File: src/rtl/arithmetic_pkg.sv
// Shared arithmetic constants: FSM state encodings and zero data word
// used by the shared-unit arbiters.
package arithmetic_pkg;

    localparam int STATE_WIDTH = 1;
    localparam logic [STATE_WIDTH-1:0] STATE_IDLE = 1'b0;
    localparam logic [STATE_WIDTH-1:0] STATE_WAIT = 1'b1;

    localparam logic [63:0] ZERO_DATA = 64'h0;

endpackage

File: src/rtl/model_round_robin_picker.sv
// Combinational round-robin picker: returns the first pending index at or
// after ptr, scanning upward with wrap-around.
module model_round_robin_picker #(
    parameter int REQUESTERS = 4,
    parameter int INDEX_SIZE = $clog2(REQUESTERS)
) (
    input  logic [REQUESTERS-1:0] pending,
    input  logic [INDEX_SIZE-1:0] ptr,
    output logic [INDEX_SIZE-1:0] winner,
    output logic                  valid
);

    logic [INDEX_SIZE-1:0] scan_index;

    // Scan from farthest to nearest so the nearest pending index wins.
    always_comb begin
        winner     = '0;
        valid      = 1'b0;
        scan_index = '0;
        for (int k = REQUESTERS - 1; k >= 0; k--) begin
            scan_index = INDEX_SIZE'((int'(ptr) + k) % REQUESTERS);
            if (pending[scan_index]) begin
                winner = scan_index;
                valid  = 1'b1;
            end
        end
    end

endmodule

File: src/rtl/model_scalar_tanh_arbiter.sv
// Round-robin arbiter sharing one scalar tanh unit among several clients,
// with a watchdog that turns a hung unit into an overflow-flagged result.
module model_scalar_tanh_arbiter
    import arithmetic_pkg::*;
#(
    parameter int DATA_SIZE    = 64,
    parameter int CONTROL_SIZE = 4,
    parameter int REQUESTERS   = 4,
    parameter int TIMEOUT      = 8
) (
    input  logic                            CLK,
    input  logic                            RST,
    input  logic [REQUESTERS-1:0]           REQ_START,
    input  logic [REQUESTERS*DATA_SIZE-1:0] REQ_DATA_IN,
    output logic [REQUESTERS-1:0]           REQ_READY,
    output logic [DATA_SIZE-1:0]            REQ_DATA_OUT,
    output logic                            REQ_OVERFLOW_OUT,
    output logic [REQUESTERS-1:0]           GRANT_OUT,
    output logic                            BUSY_OUT,
    output logic                            TANH_START,
    output logic [DATA_SIZE-1:0]            TANH_DATA_IN,
    input  logic                            TANH_READY,
    input  logic [DATA_SIZE-1:0]            TANH_DATA_OUT,
    input  logic                            TANH_OVERFLOW_IN
);

    localparam int INDEX_SIZE = $clog2(REQUESTERS);

    logic [STATE_WIDTH-1:0]  state;
    logic [REQUESTERS-1:0]   pending;
    logic [REQUESTERS-1:0]   accept;
    logic [REQUESTERS-1:0]   clear;
    logic [DATA_SIZE-1:0]    hold [REQUESTERS];
    logic [INDEX_SIZE-1:0]   ptr;
    logic [INDEX_SIZE-1:0]   owner;
    logic [INDEX_SIZE-1:0]   winner;
    logic                    winner_valid;
    logic [CONTROL_SIZE-1:0] watchdog;
    logic                    timed_out;
    logic                    done;

    model_round_robin_picker #(
        .REQUESTERS(REQUESTERS),
        .INDEX_SIZE(INDEX_SIZE)
    ) picker (
        .pending(pending),
        .ptr    (ptr),
        .winner (winner),
        .valid  (winner_valid)
    );

    assign timed_out = (state == STATE_WAIT) && !TANH_READY
                       && (watchdog == CONTROL_SIZE'(TIMEOUT - 1));
    assign done      = (state == STATE_WAIT) && (TANH_READY || timed_out);
    assign clear     = done ? (REQUESTERS'(1) << owner) : '0;
    // A new request on the owner's delivery edge is accepted: set beats clear.
    assign accept    = REQ_START & (~pending | clear);

    always_ff @(posedge CLK or posedge RST) begin
        if (RST) begin
            pending <= '0;
            for (int i = 0; i < REQUESTERS; i++) begin
                hold[i] <= '0;
            end
        end else begin
            pending <= (pending & ~clear) | accept;
            for (int i = 0; i < REQUESTERS; i++) begin
                if (accept[i]) begin
                    hold[i] <= REQ_DATA_IN[i*DATA_SIZE +: DATA_SIZE];
                end
            end
        end
    end

    always_ff @(posedge CLK or posedge RST) begin
        if (RST) begin
            state            <= STATE_IDLE;
            ptr              <= '0;
            owner            <= '0;
            watchdog         <= '0;
            REQ_READY        <= '0;
            REQ_DATA_OUT     <= '0;
            REQ_OVERFLOW_OUT <= 1'b0;
            GRANT_OUT        <= '0;
            BUSY_OUT         <= 1'b0;
            TANH_START       <= 1'b0;
            TANH_DATA_IN     <= '0;
        end else begin
            REQ_READY  <= '0;
            TANH_START <= 1'b0;
            case (state)
                STATE_IDLE: begin
                    if (winner_valid) begin
                        TANH_START   <= 1'b1;
                        TANH_DATA_IN <= hold[winner];
                        GRANT_OUT    <= REQUESTERS'(1) << winner;
                        BUSY_OUT     <= 1'b1;
                        owner        <= winner;
                        watchdog     <= '0;
                        state        <= STATE_WAIT;
                    end
                end
                STATE_WAIT: begin
                    if (done) begin
                        REQ_READY        <= clear;
                        REQ_DATA_OUT     <= timed_out ? ZERO_DATA[DATA_SIZE-1:0] : TANH_DATA_OUT;
                        REQ_OVERFLOW_OUT <= timed_out ? 1'b1 : TANH_OVERFLOW_IN;
                        ptr              <= INDEX_SIZE'((int'(owner) + 1) % REQUESTERS);
                        GRANT_OUT        <= '0;
                        BUSY_OUT         <= 1'b0;
                        state            <= STATE_IDLE;
                    end else begin
                        watchdog <= watchdog + 1'b1;
                    end
                end
                default: state <= STATE_IDLE;
            endcase
        end
    end

endmodule

File: config.mk
export PLATFORM = sky130hd
export DESIGN_NAME = model_scalar_tanh_arbiter
export DESIGN_NICKNAME = d
export VERILOG_FILES = /design/src/rtl/arithmetic_pkg.sv /design/src/rtl/model_round_robin_picker.sv /design/src/rtl/model_scalar_tanh_arbiter.sv
export SDC_FILE = /design/constraint.sdc
export NUM_CORES = 1
export LEC_CHECK = 0
export BUFFER_PORTS_ARGS = -buffer_cell sky130_fd_sc_hd__buf_2
export CAP_MARGIN = 20
export CORE_ASPECT_RATIO = 0.75
export CORE_UTILIZATION = 53
export CTS_CLUSTER_DIAMETER = 100
export DETAILED_ROUTE_END_ITERATION = 6
export PLACE_DENSITY_LB_ADDON = 0.15
export SYNTH_ARGS = -nofsm -noshare
export SYNTH_HDL_FRONTEND = slang
export SYNTH_SLANG_ARGS = --single-unit
File: constraint.sdc
create_clock -name CLK -period 14.7 [get_ports CLK]
set_input_delay 0.735 -clock CLK [delete_from_list [all_inputs] [get_ports CLK]]
set_output_delay 0.735 -clock CLK [all_outputs]
set_load 0.02 [all_outputs]
==> results of run 1 <==
[logic make-up after synthesis]
kind of cell,share of synthesized area
muxes,0.245
xor gates and xnor gates,0.000516
and+or+nand+nor,0.0552
DFF,0.602
adders and majority gates,0.00369
buffers and inverters,0.0310
AOI/OAI and AO/OA,0.0624
[cells in the final DEF, fill, tap and decap left out, types with 2 or more instances in the layout]
cell       count
nand3b_1       3
buf_12         2
nand3_1       11
dfrtp_1      408
a21o_1         6
o31ai_1        2
clkinv_2       5
o221ai_1      64
clkbuf_16     41
nand2_2        3
diode_2       17
nand2_1      209
buf_2        466
buf_4         15
nor2_1         2
clkbuf_8       7
mux2i_1      128
inv_1          8
nand2b_1       2
ha_1           5
o21ai_0        6
a21oi_1       66
a21boi_4       4
mux2_2       256
nor2b_1        2
clkbuf_1       9
[flip-flops by register name, indices dropped and copies added, names as in the netlist, 4 cells and up]
signal	cells
pending	4
REQ_READY	4
REQ_DATA_OUT	64
watchdog	4
GRANT_OUT	4
TANH_DATA_IN	64
hold	256
[power groups by stage]
stage	logic, mW	registers, mW	clock network, mW
floorplan	1.25	2.14	0
global placement	1.93	1.96	0
detailed placement	1.98	1.99	0
CTS	1.99	1.97	0.998
global route	2.13	2.04	1.04
finish	1.98	1.97	0.977
[worst reg2reg max path, delay by kind of cell (launching register included)]
kind / cells / cell delay (ns)
and+or+nand+nor: 2 / 0.74
DFF: 1 / 0.46
AOI/OAI and AO/OA: 2 / 0.39
buffers and inverters: 3 / 1.64
[cells in the mapped netlist, drive strengths merged, types with 2 or more instances]
master,n
clkbuf,40
inv,9
nor3b,2
o21ai,7
mux2,256
a21boi,4
mux2i,128
a21o,7
ha,5
nand2b,2
o221ai,64
nor2b,2
buf,47
o31ai,2
nand3b,3
nand2,212
nand3,11
a21oi,66
nor2,2
dfrtp,408
[per-layer routing]
layer / routed length (microns) / GRT usage / vias up
li1: - / - / 5439
met1: 19100 / 0.369 / 5999
met2: 21600 / 0.442 / 407
met3: 3570 / 0.0842 / 106
met4: 1140 / 0.0959 / 24
met5: 130 / 0 / -
[final cells by class]
type                    instances  share of cell area
repair buffers                484               0.121
flip-flops and latches        408               0.490
diodes                         17             0.00204
well taps                     406              0.0244
clock inverters                 7             0.00300
multi-input cells             780               0.302
clock buffers                  57              0.0555
inverters                       9             0.00198
[worst max path at each step]
stage,startpoint,endpoint,slack (ns),cells past startpoint
after CTS,pending[3],TANH_DATA_IN[54],11.32,7
after floorplan,RST,BUSY_OUT,2.61,1
after global routing,pending[3],TANH_DATA_IN[56],11.08,7
after global placement,RST,hold[129],11.28,4
final,pending[3],TANH_DATA_IN[53],11.32,7
after detailed placement,RST,hold[193],11.26,4
[through the flow]
step	std cells	setup slack (ns)
global placement	2084	11.28
detailed placement	2085	11.26
finish	2168	11.32
global route	2162	11.08
floorplan	1284	2.61
CTS	2149	11.32
==> impl_metrics.tcl, run 1 <==
set metrics [dict create \
    synth_area_leaders "dfrtp_1 (60%), mux2_2 (17%), mux2i_1 (7.6%)" \
    synth_area_per_cell_sq_um 13.2 \
    reg2regPathDepth 7 \
    holdWs_ns 0.326 \
    synth_cell_types 31 \
    timing.critical_path.mode_cell "buf_4" \
    fin_crit_sh 0.230 \
    tightest_slew_ns 1.10 \
    cp_cell_sequence "nor2_1 > a21o_2 > buf_4 > inv_1 > nand2_2 > buf_4 > o221ai_1" \
    synth_seq_area_share 0.602 \
    antenna_found_initial 29 \
    clock_skew_ns 0.0128 \
    ir_drop_uv 137 \
    slowest_delay_ns 0.74 \
    synth_fp_nets 1617 \
    drt-vias-per-instance 5.52 \
    tns_ns 0 \
    portBuffers 466 \
    die_w_microns 209 \
    syn_to_final_growth_pct 22.8 \
    fin_crit_ns 3.38 \
    yosys.area.top_type_share 0.602 \
    post_cts_buffers 0 \
    cts_tree "built" \
    yosys_register_bits 408 \
    hold_buffers 0 \
    clock-root-buffer "clkbuf_16" \
    p_sw_mw 1.79 \
    reg2reg_slack_ns 11.32 \
    firstDrtPassIters 5 \
    first_global_vias 12300 \
    grt_max_degree 106 \
    p_clk_frac 0.198 \
    setup_viol 0 \
    timing.rr.end "TANH_DATA_IN[53]" \
    dieArea_sq_mm 0.0327 \
    cp.arrival_ns 3.75 \
    synth-edff-count 0 \
    async_reset_ff_frac 1.00 \
    yosys_most_used_dff "dfrtp_1" \
    cts_resized 0 \
    cp_slowest_cell "buf_4" \
    drt_iter0_drc 765 \
    synthCells 1284 \
    slew_headroom 0.265 \
    required_ns 15.07 \
    final-seq-area_sq_mm 0.0102 \
    io_pins 467 \
    clock.fmax_mhz 296 \
    place_area_sq_mm 0.0195 \
    synth_top_area_cell "dfrtp_1" \
    finalMaxSlewViolations 0 \
    path_buf_inv 3 \
    power.internal_mw 3.14 \
    start_util 0.540 \
    fillers 2441 \
    drc_errors 0 \
    core_sq_mm 0.0314 \
    die_h_microns 157 \
    totalWireLength_mm 45.5 \
    pwr-share-comb 0.401 \
    cp-end-kind "flip-flop" \
    rows 56 \
    multi_input_area_sq_mm 0.00630 \
    synth_area_sq_mm 0.0170 \
    hold_viol_final 0 \
    grt_usage 0.279 \
    startpoint_type "flip-flop" \
    grt_first_pass_wirelength_mm 69.9 \
    power_switching_share 0.363 \
    clockBufferDepth 3 \
    ys_warn_count 0 \
    crit_family "buffers and inverters" \
    drive_above_1_share 0.462 \
    grt.overflow.total 0 \
    final_core_util 0.664 \
    r2r_start "pending[3]" \
    clkTransAtPathRegs_ns 0.06 \
    rsz0062_at_grt "no" \
    p_total_mw 4.93 \
    routedWlPerCell_microns 21.0 \
    hold_class "in2async" \
    worstSetupPathType "reg2reg" \
    drtAntennaViolNets 0 \
    power.density_mw_per_mm2 236 \
    seqPwrFrac 0.401 \
    cts_buffers 40 \
    power_leakage_nw 10.2 \
    crit_fanout 78 \
    nets 2056 \
    dpl.hpwl_mm 30.4 \
    clkLatencyLatePin_ns 0.53 \
    drv_cap 0 \
    fin_area_sq_mm 0.0208 \
    status "finished, final reports clean" \
    cts-htree-levels 2 \
    cts.sinks 408 \
    vias 12000 \
    place.gp.congestion 0.831 \
]
Power figures use the tool's default switching activity.
==> run 2, diff against run 1 <==
clock period = 3.5 ns   (was 14.7 ns; I/O delays follow)
==> impl_metrics.tcl, run 2 (same netlist as run 1, synthesis figures left out) <==
set metrics [dict create \
    status "finished, final reports clean" \
    slew_headroom 0.286 \
    clkLatencyLatePin_ns 0.54 \
    antenna_found_initial 7 \
    rows 56 \
    drt-vias-per-instance 5.58 \
    io_pins 467 \
    fin_crit_sh 0.730 \
    power.density_mw_per_mm2 899 \
    power_leakage_nw 11.7 \
    largest_register_ffs 256 \
    finalMaxSlewViolations 0 \
    hold_buffers 326 \
    routedWlPerCell_microns 21.8 \
    clock-root-buffer "clkbuf_16" \
    final_common_cell "buf_2" \
    grt_usage 0.333 \
    cp-end-kind "flip-flop" \
    grt.overflow.total 0 \
    setup_viol 0 \
    cts_resized 0 \
    required_ns 3.91 \
    nets 2392 \
    hold_class "in2async" \
    cp_cell_sequence "ha_1 > and3b_1 > o21a_1 > nand2_1 > a21boi_4 > buf_12 > mux2_2" \
    mostFrequentLayoutCells "buf_2 (466), dfrtp_1 (408), dlygate4sd3_1 (326)" \
    rsz0062_at_grt "no" \
    cp.arrival_ns 2.97 \
    critPathLaunch "watchdog[0]" \
    syn_to_final_growth_pct 43.8 \
    reg_top3 "hold (256), REQ_DATA_OUT (64), TANH_DATA_IN (64)" \
    cts-htree-levels 2 \
    slowest_delay_ns 0.59 \
    grt_first_pass_wirelength_mm 83.9 \
    portBuffers 466 \
    firstDrtPassIters 5 \
    drv_cap 0 \
    place.gp.congestion 0.858 \
    cts_buffers 41 \
    path_buf_inv 1 \
    holdWs_ns 0.186 \
    clock.fmax_mhz 391 \
    clockBufferDepth 3 \
    hold_viol_final 0 \
    max_flop_register "hold" \
    clkTransAtPathRegs_ns 0.06 \
    die_h_microns 157 \
    dieArea_sq_mm 0.0327 \
    first_global_vias 15100 \
    drtAntennaViolNets 0 \
    p_total_mw 21.9 \
    drt_iter0_drc 1059 \
    crit_fanout 30 \
    dpl.hpwl_mm 31.2 \
    cp_slowest_cell "a21boi_4" \
    cts_tree "built" \
    cts.sinks 408 \
    r2r_start "watchdog[0]" \
    totalWireLength_mm 54.6 \
    post_cts_buffers 0 \
    die_w_microns 209 \
    core_sq_mm 0.0314 \
    fin_crit_ns 2.55 \
    drc_errors 0 \
    drive_above_1_share 0.396 \
    clock_skew_ns 0.0140 \
    startpoint_type "flip-flop" \
    ir_drop_uv 526 \
    worstSetupPathType "reg2reg" \
    grt_max_degree 131 \
    tightest_slew_ns 1.07 \
    vias 13900 \
    start_util 0.540 \
    crit_family "compound AO/OA/AOI/OAI gates" \
]
==> run 2: cell types whose count changed in the layout (fill, tap and decap cells not counted) <==
cell           previous run  this run
clkbuf_1                  9         5
buf_16                    1         0
inv_8                     1         0
buf_4                    15        16
clkinv_2                  5        10
diode_2                  17         7
clkbuf_8                  7         8
bufinv_16                 1         4
dlygate4sd3_1             0       326
inv_6                     0         1
clkbuf_16                41        43
buf_12                    2        11
==> run 2: through the flow <==
step | setup TNS, ns | setup WS [ns] | std cells | area, sq um | utilization
after global routing | 0 | 0.828 | 2499 | 24400 | 0.777
after detailed placement | 0 | 0.982 | 2096 | 19700 | 0.628
after CTS | 0 | 0.973 | 2493 | 24400 | 0.776
after floorplan | -886.45 | -2.17 | 1284 | 17000 | -
final | 0 | 0.945 | 2500 | 24400 | 0.777
after global placement | 0 | 1.04 | 2094 | 19700 | 0.627
==> run 2: layout make-up <==
| class | count | area, sq um |
|---|---|---|
| Antenna cell | 7 | 17.5 |
| Clock buffer | 56 | 1200 |
| Clock inverter | 15 | 179 |
| Fill cell | 1870 | 7000 |
| Inverter | 9 | 37.5 |
| Multi-Input combinational cell | 780 | 6300 |
| Sequential cell | 408 | 10200 |
| Tap cell | 406 | 508 |
| Timing Repair Buffer | 819 | 5940 |
==> run 2: worst paths after layout <==
kind / slack [ns] / depth (start not counted) / end
max: 0.95 / 7 / hold[23]
max in group asynchronous: 2.24 / 5 / hold[92]
min in group CLK: 0.19 / 4 / ptr[1]
max reg2reg: 0.95 / 7 / hold[23]
min reg2reg: 0.48 / 2 / TANH_DATA_IN[33]
min: 0.19 / 3 / hold[5]
==> run 2: tightest hold or removal path, stage by stage <==
cell	delay, ns
dlygate4sd3_1	0.54
buf_2	0.14
clkinvlp_4	0.26
==> run 2: where the power goes <==
part	internal [mW]	switching, mW	leakage (nW)
Sequential	7.06	1.37	4.95
Combinational	4.06	4.86	6.04
Clock	2.70	1.87	0.694
==> run 2: layer usage <==
metal  vias to the layer above  GRT usage  part of all wire
met5                         -          0           0.00018
met4                         2      0.155             0.041
met3                       182     0.0792             0.073
met2                       654      0.575              0.50
met1                      7004      0.397              0.38
li1                       6105          -                 -
==> run 3, diff against run 2 <==
CORE_UTILIZATION = 47   (was 53)
clock period = 2.1 ns   (was 3.5 ns; I/O delays follow)
==> impl_metrics.tcl, run 3 (same netlist as run 1, synthesis figures left out) <==
set metrics [dict create \
    cts_buffers 41 \
    io_pins 467 \
    min_path_cells 4 \
    hold_viol_final 0 \
    hold_path_end "ptr[1]" \
    slew_headroom 0.655 \
    clock.fmax_mhz 491 \
    totalWireLength_mm 53.7 \
    fin_crit_sh 0.971 \
    drc_errors 0 \
    r2r_start "watchdog[0]" \
    setup_viol 0 \
    fin_area_sq_mm 0.0251 \
    die_w_microns 221 \
    max_flop_register "hold" \
    place_area_sq_mm 0.0201 \
    status "finished, final reports clean" \
    drive_above_1_share 0.409 \
    finalMaxSlewViolations 0 \
    first_global_vias 14800 \
    reg_top3 "hold (256), REQ_DATA_OUT (64), TANH_DATA_IN (64)" \
    power_leakage_nw 11.9 \
    power.internal_mw 23.2 \
    firstDrtPassIters 5 \
    p_clk_frac 0.186 \
    tns_ns 0 \
    portBuffers 466 \
    syn_to_final_growth_pct 47.7 \
    core_sq_mm 0.0351 \
    cp-end-kind "flip-flop" \
    pwr-share-comb 0.436 \
    hold_class "in2reg" \
    place.gp.congestion 0.840 \
    routedWlPerCell_microns 20.7 \
    tightest_slew_ns 0.517 \
    vias 13700 \
    dpl.hpwl_mm 32.0 \
    drtAntennaViolNets 0 \
    ir_drop_uv 904 \
    grt_usage 0.289 \
    seqPwrFrac 0.379 \
    p_sw_mw 13.4 \
    start_util 0.483 \
    final_common_cell "buf_2" \
    clkTransAtPathRegs_ns 0.06 \
    drt_iter0_drc 844 \
    reg2regPathDepth 8 \
    cts.sinks 408 \
    clock_skew_ns 0.0136 \
    die_h_microns 167 \
    clockBufferDepth 3 \
    clkLatencyLatePin_ns 0.53 \
    fillers 2409 \
    grt.overflow.total 0 \
    fin_crit_ns 2.04 \
    clock-root-buffer "clkbuf_16" \
    required_ns 2.51 \
    power_switching_share 0.365 \
    dieArea_sq_mm 0.0369 \
    rows 59 \
    startpoint_type "flip-flop" \
    nets 2439 \
    reg2reg_slack_ns 0.06 \
    min_from "TANH_READY" \
    cp.arrival_ns 2.44 \
    power.density_mw_per_mm2 1460 \
    grt_max_degree 91 \
    crit_fanout 19 \
    cts-htree-levels 2 \
    largest_register_ffs 256 \
    drt-vias-per-instance 5.26 \
    cts_tree "built" \
    antenna_found_initial 11 \
    worstSetupPathType "reg2reg" \
    timing.rr.end "hold[180]" \
    mostFrequentLayoutCells "buf_2 (466), dfrtp_1 (407), dlygate4sd3_1 (326)" \
    drv_cap 0 \
    grt_first_pass_wirelength_mm 82.8 \
]
## run 3: worst max path at each step
stage / startpoint / end / slack, ns / cells after the start
after CTS: pending[1] / TANH_DATA_IN[26] / 0.006 / 6
after floorplan: RST / BUSY_OUT / -3.50 / 1
final: watchdog[0] / hold[180] / 0.06 / 8
after global placement: watchdog[1] / hold[22] / 0.006 / 7
after detailed placement: watchdog[1] / hold[63] / -0.04 / 7
after global routing: pending[1] / TANH_DATA_IN[63] / -0.02 / 6
## run 3: power groups by stage
stage               Clock (mW)  Combinational [mW]  Sequential [mW]
finish                    6.80                15.9             13.9
global route              7.23                17.0             14.3
CTS                       6.92                15.4             13.8
detailed placement           0                14.6             13.9
global placement             0                14.2             13.7
floorplan                    0                8.75             15.0
## run 3: timing repair
item / in CTS / in global routing
pin swaps: 1 / 5
gates cloned: 5 / 6
hold buffers: 326 / 0
setup endpoints to repair: 212 / 192
hold endpoints to repair: 431 / 0
gates resized for setup: 13 / 11
setup buffers: 11 / 5
## run 3: through the flow
| stage | hold WS, ns | utilization | worst slack, ns | power [mW] | instances |
|---|---|---|---|---|---|
| 2_1_floorplan | 0.197 | - | -3.50 | 23.8 | 1284 |
| 3_3_place_gp | 0.130 | 0.572 | 0.00611 | 28.0 | 2168 |
| 3_5_place_dp | 0.127 | 0.572 | -0.0417 | 28.5 | 2168 |
| 4_1_cts | 0.00206 | 0.708 | 0.00648 | 36.1 | 2574 |
| 5_1_grt | 0.0586 | 0.713 | -0.0243 | 38.6 | 2595 |
| 6_report | 0.0355 | 0.713 | 0.0615 | 36.6 | 2595 |
## run 3: worst max-delay path, stage by stage, from the launching register on
cell and delay [ns]:
dfrtp_1 0.36, ha_1 0.17, and3b_2 0.21, o21a_4 0.16, nand2_1 0.13, a21boi_4 0.16
buf_4 0.17, buf_12 0.18, mux2_2 0.36
## run 3: area by class of cell
cell class	instances	area, sq um	area share
sequential	408	10200	0.407
inverter	9	37.5	0.00150
multi-input combinational	781	6360	0.254
timing repair buffer	865	6660	0.266
tap	457	572	0.0228
clock buffer	59	1160	0.0464
antenna	11	27.5	0.00110
clock inverter	5	27.5	0.00110
## run 3: layer usage
layer	track usage	part of all wire	wire [microns]
met2	0.477	0.49	26100
met1	0.368	0.41	22200
met3	0.0653	0.065	3470
met4	0.120	0.036	1940
met5	0	0	0
